## src/rtl/uart_rx_ctrl.sv

```systemverilog
// UART receive frame sequencer: start detection, edge/bit counting, checker
// strobes and the single registered frame-end verdict.
//
// state  | meaning
// IDLE   | line idle, counters held at 0, waiting for RX_IN low
// START  | start bit; start checker strobed at the sample point
// DATA   | DATA_WIDTH data bits, one deserializer shift per bit
// PARITY | optional parity bit; checker result latched on wrap
// STOP   | stop bit; frame verdict registered on wrap
module uart_rx_ctrl #(
    parameter int DATA_WIDTH = 8,
    parameter int PRESCALE_W = 6
) (
    input  logic                  CLK,
    input  logic                  RST,
    input  logic                  RX_IN,
    input  logic [PRESCALE_W-1:0] PRESCALE,
    input  logic                  PAR_EN,
    input  logic                  strt_glitch,
    input  logic                  par_err,
    input  logic                  stp_err,
    output logic                  dat_samp_en,
    output logic [PRESCALE_W-1:0] edge_cnt,
    output logic [3:0]            bit_cnt,
    output logic                  deser_en,
    output logic                  strt_chk_en,
    output logic                  par_chk_en,
    output logic                  stp_chk_en,
    output logic                  data_valid,
    output logic                  parity_error,
    output logic                  framing_error
);

    typedef enum logic [2:0] {
        IDLE,
        START,
        DATA,
        PARITY,
        STOP
    } state_t;

    localparam logic [3:0] LAST_DATA = 4'(DATA_WIDTH);

    state_t                state_q, state_d;
    logic [PRESCALE_W-1:0] edge_cnt_q, edge_cnt_d;
    logic [3:0]            bit_cnt_q, bit_cnt_d;
    logic                  par_en_q, par_en_d;
    logic                  par_flag_q, par_flag_d;
    logic                  data_valid_q, data_valid_d;
    logic                  parity_error_q, parity_error_d;
    logic                  framing_error_q, framing_error_d;

    logic                  edge_last;
    logic                  samp_pt;
    logic [PRESCALE_W-1:0] samp_edge;

    // First cycle the sampler's majority vote is valid.
    assign samp_edge = (PRESCALE >> 1) + PRESCALE_W'(2);
    assign edge_last = (edge_cnt_q == PRESCALE - PRESCALE_W'(1));
    assign samp_pt   = (edge_cnt_q == samp_edge);

    always_ff @(posedge CLK or negedge RST) begin
        if (!RST) begin
            state_q         <= IDLE;
            edge_cnt_q      <= '0;
            bit_cnt_q       <= '0;
            par_en_q        <= 1'b0;
            par_flag_q      <= 1'b0;
            data_valid_q    <= 1'b0;
            parity_error_q  <= 1'b0;
            framing_error_q <= 1'b0;
        end else begin
            state_q         <= state_d;
            edge_cnt_q      <= edge_cnt_d;
            bit_cnt_q       <= bit_cnt_d;
            par_en_q        <= par_en_d;
            par_flag_q      <= par_flag_d;
            data_valid_q    <= data_valid_d;
            parity_error_q  <= parity_error_d;
            framing_error_q <= framing_error_d;
        end
    end

    always_comb begin
        state_d         = state_q;
        edge_cnt_d      = edge_cnt_q;
        bit_cnt_d       = bit_cnt_q;
        par_en_d        = par_en_q;
        par_flag_d      = par_flag_q;
        data_valid_d    = 1'b0;
        parity_error_d  = 1'b0;
        framing_error_d = 1'b0;
        strt_chk_en     = 1'b0;
        deser_en        = 1'b0;
        par_chk_en      = 1'b0;
        stp_chk_en      = 1'b0;

        if (state_q != IDLE) begin
            if (edge_last) begin
                edge_cnt_d = '0;
                bit_cnt_d  = bit_cnt_q + 4'd1;
            end else begin
                edge_cnt_d = edge_cnt_q + PRESCALE_W'(1);
            end
        end

        case (state_q)
            IDLE: begin
                edge_cnt_d = '0;
                bit_cnt_d  = '0;
                // The detection cycle itself counts as edge 0 of the start bit.
                if (!RX_IN) begin
                    state_d    = START;
                    edge_cnt_d = PRESCALE_W'(1);
                    par_en_d   = PAR_EN;
                    par_flag_d = 1'b0;
                end
            end
            START: begin
                strt_chk_en = samp_pt;
                if (edge_last) begin
                    if (strt_glitch) begin
                        state_d   = IDLE;
                        bit_cnt_d = '0;
                    end else begin
                        state_d = DATA;
                    end
                end
            end
            DATA: begin
                deser_en = samp_pt;
                if (edge_last && (bit_cnt_q == LAST_DATA)) begin
                    state_d = par_en_q ? PARITY : STOP;
                end
            end
            PARITY: begin
                par_chk_en = samp_pt;
                if (edge_last) begin
                    par_flag_d = par_en_q & par_err;
                    state_d    = STOP;
                end
            end
            STOP: begin
                stp_chk_en = samp_pt;
                if (edge_last) begin
                    state_d         = IDLE;
                    bit_cnt_d       = '0;
                    data_valid_d    = !stp_err && !par_flag_q;
                    parity_error_d  = par_flag_q;
                    framing_error_d = stp_err;
                end
            end
            default: begin
                state_d    = IDLE;
                edge_cnt_d = '0;
                bit_cnt_d  = '0;
            end
        endcase
    end

    assign dat_samp_en   = (state_q != IDLE);
    assign edge_cnt      = edge_cnt_q;
    assign bit_cnt       = bit_cnt_q;
    assign data_valid    = data_valid_q;
    assign parity_error  = parity_error_q;
    assign framing_error = framing_error_q;

endmodule

```

## config.mk

```make
export PLATFORM = sky130hd
export DESIGN_NAME = uart_rx_ctrl
export DESIGN_NICKNAME = d
export VERILOG_FILES = /design/src/rtl/uart_rx_ctrl.sv
export SDC_FILE = /design/constraint.sdc
export NUM_CORES = 1
export LEC_CHECK = 0
export CORE_MARGIN = 2
export CORE_UTILIZATION = 53
export CTS_CLUSTER_SIZE = 25
export DETAILED_ROUTE_END_ITERATION = 8
export PLACE_DENSITY = 0.85
export SYNTH_ARGS = -nofsm -noshare
export SYNTH_HDL_FRONTEND = slang
export SYNTH_SLANG_ARGS = --single-unit
```

## constraint.sdc

```tcl
create_clock -name CLK -period 5.6 [get_ports CLK]
set_input_delay 1.4 -clock CLK [delete_from_list [all_inputs] [get_ports CLK]]
set_output_delay 1.4 -clock CLK [all_outputs]
set_load 0.05 [all_outputs]
```

==> impl_metrics.py <==
metrics = {
    "outcome": {
        "outcome": "finished clean",
    },
    "timing": {
        "drv_slew": 0,
        "grt_setup_unrepaired": "no",
        "fin_worst_skew_ns": 0.00491,
        "final.period_utilization": 0.885,
        "fmax_mhz": 202,
        "finalHoldViolCount": 0,
        "fin_tns_setup_ns": 0,
        "worstMarginPinSlew_ns": 0.807,
        "worst_slack_ns": 0.647,
        "setup_viol": 0,
        "slew_headroom": 0.460,
        "fin_crit_ns": 4.95,
    },
    "clocking": {
        "clk_path_buf_depth": 2,
        "cts_root_buf": "clkbuf_4",
        "clk_latency_ns": 0.30,
        "clk_pin_slew_ns": 0.11,
        "h-tree-depth": 1,
        "cts-hold-fix-buffers": 0,
        "cts_made_buffers": 3,
        "cts.sinks": 18,
        "cts_tree": "built",
        "cts_resized": 0,
        "post_cts_buffers": 0,
    },
    "synth": {
        "yosys.area.top_type": "dfrtp_1",
        "yosys.area_share.adder": 0.0774,
        "synth_top_area_frac": 0.348,
        "synthCells": 147,
        "ys_seq_elements": 18,
        "synth_cell_type_count": 43,
        "yosys.area_share.simple": 0.259,
        "synth_nets": 168,
        "syn_area_per_cell_um2": 8.80,
        "synth_top_family_by_area": "simple AND/OR/NAND/NOR gates",
        "synth_compound_area_frac": 0.112,
        "ys_seq_area_frac": 0.348,
        "syn-cell-area_mm2": 0.00129,
        "yosysWarnings": 0,
        "synth.area.top_cells": "dfrtp_1, xnor2_1, ha_1, nor2_1, xor2_1",
        "synth_mux_area_frac": 0.0164,
        "synthXorXnorAreaFrac": 0.129,
    },
    "final_layout": {
        "area_delta_synth_final_pct": 24.8,
        "layout_commonest_cell": "clkdlybuf4s50_1",
        "diodes": 0,
        "final_nets": 195,
        "layout_common_cells": "clkdlybuf4s50_1, dfrtp_1, nor2_1",
        "final_layout_size_suffix_gt1_frac": 0.110,
    },
    "grt": {
        "gr-total-overflow": 0,
        "antenna_found_initial": 0,
        "track_usage": 0.220,
        "grt_pass1_wl_um": 4640,
        "grt_pass1_vias": 1066,
        "grt_start_max_net_pins": 19,
    },
    "floorplan": {
        "coreArea_mm2": 0.00225,
        "ios": 31,
        "fp.dieH_um": 53.4,
        "row_count": 17,
        "initial_core_util": 0.574,
        "die_w_um": 53.4,
        "die_area_mm2": 0.00285,
    },
    "setup_path": {
        "reg2reg_setup_slack_ns": 3.44,
        "worstSetupEndpoint": "deser_en",
        "critPathLaunchType": "primary input",
        "critPathKind": "in -> out",
        "worst-path-max-fanout": 6,
        "worstPathRequired_ns": 4.20,
        "reg2regPathDepth": 7,
        "critical_path_arrival_ns": 3.55,
        "r2r-start": "edge_cnt[4]",
        "cp-startpoint": "PRESCALE[2]",
        "r2r-end": "bit_cnt[0]",
        "end_kind": "output pin",
    },
    "hold_path": {
        "hold_path_depth": 1,
        "hold_class": "reg -> reg",
    },
    "pwr": {
        "combPwrFrac": 0.524,
        "p_clk_frac": 0.126,
        "seq_power_share": 0.350,
        "p_leak_nw": 0.677,
        "power_mw": 0.640,
        "p_int_mw": 0.337,
        "power.density_mw_per_mm2": 397,
        "ir_drop_mv": 0.373,
        "p_sw_mw": 0.303,
        "swShare": 0.473,
    },
    "drt": {
        "viasPerCell": 5.56,
        "antenna_left": 0,
        "drt-initial-drc-count": 35,
        "totalWireLength_um": 2780,
        "post-route-drc-count": 0,
        "drtPass1Iterations": 4,
        "wire_per_inst_um": 13.8,
        "vias": 1118,
    },
    "placement": {
        "port_buffers": 30,
        "pre_cts_slack_ns": 0.647,
        "globalplace.congestion": 0.897,
        "post-dp-hpwl_um": 2180,
    },
    "run": {
        "drv_cap": 0,
    },
}
==> cells in the mapped netlist (all sizes together) <==
cell	count
dfrtp	18
nor2	16
xnor2	14
nand2	12
inv	9
o21ai	9
ha	8
and3	5
nor3	5
xor2	5
a21oi	4
buf	4
clkbuf	4
nor4	4
and2	3
nand3	3
or2	3
nand2b	2
nand4	2
nor2b	2
or3	2
a211oi	1
a221oi	1
a31oi	1
mux2	1
mux2i	1
nand3b	1
nand4b	1
o211ai	1
o221ai	1
o22ai	1
o2bb2ai	1
o31a	1
o31ai	1
==> layer usage <==
| layer | global-route usage | wire length [µm] |
|---|---|---|
| met1 | 0.269 | 1260 |
| met2 | 0.393 | 1360 |
| met3 | 0.0508 | 121 |
| met4 | 0.0342 | 32 |
| met5 | 0 | 0 |
==> stage by stage <==
step                utilization  std cells  instance area [µm²]  hold slack [ns]
floorplan                     -        147                 1290            0.466
global placement          0.700        197                 1580            0.481
detailed placement        0.700        197                 1580            0.494
CTS                       0.716        201                 1610            0.510
global route              0.716        201                 1610            0.516
finish                    0.716        201                 1610            0.500
==> cell families after synthesis <==
kind of cell,Yosys count
mux,2
simple gates,61
flops,18
buf+inv,17
fa+ha+maj,8
xor+xnor,19
compound gates,22
==> power groups by stage <==
stage	logic (mW)	registers, mW	clock network [mW]
6_report	0.336	0.224	0.0807
3_5_place_dp	0.334	0.226	0
2_1_floorplan	0.201	0.264	0
4_1_cts	0.337	0.223	0.0820
5_1_grt	0.363	0.231	0.0882
3_3_place_gp	0.327	0.224	0
==> worst max-delay path, cell delays in order <==
cell	delay, ns
clkdlybuf4s50_1	0.62
inv_1	0.10
ha_1	0.31
xor2_1	0.14
nor4_1	0.23
o21ai_0	0.24
nor4_1	0.25
buf_4	0.25
==> area by class of cell <==
class	count	area, µm²
repair buffers	30	290
flip-flops and latches	18	450
multi-input cells	112	768
fillers	190	641
inverters	9	33.8
clock buffers	4	36.3
well taps	28	35.0
==> worst min path at each step <==
stage	from	endpoint	slack [ns]
floorplan	par_flag_q	data_valid	0.47
global placement	par_flag_q	data_valid	0.48
detailed placement	par_flag_q	data_valid	0.49
CTS	par_flag_q	data_valid	0.51
global route	par_flag_q	data_valid	0.52
finish	par_flag_q	data_valid	0.50
==> state kept, by name (all words and copies together) (netlist names) <==
| register | count |
|---|---|
| framing_error | 1 |
| edge_cnt | 6 |
| par_en_q | 1 |
| par_flag_q | 1 |
| bit_cnt | 4 |
| parity_error | 1 |
| data_valid | 1 |
| state_q | 3 |
Power figures use the tool's default switching activity.
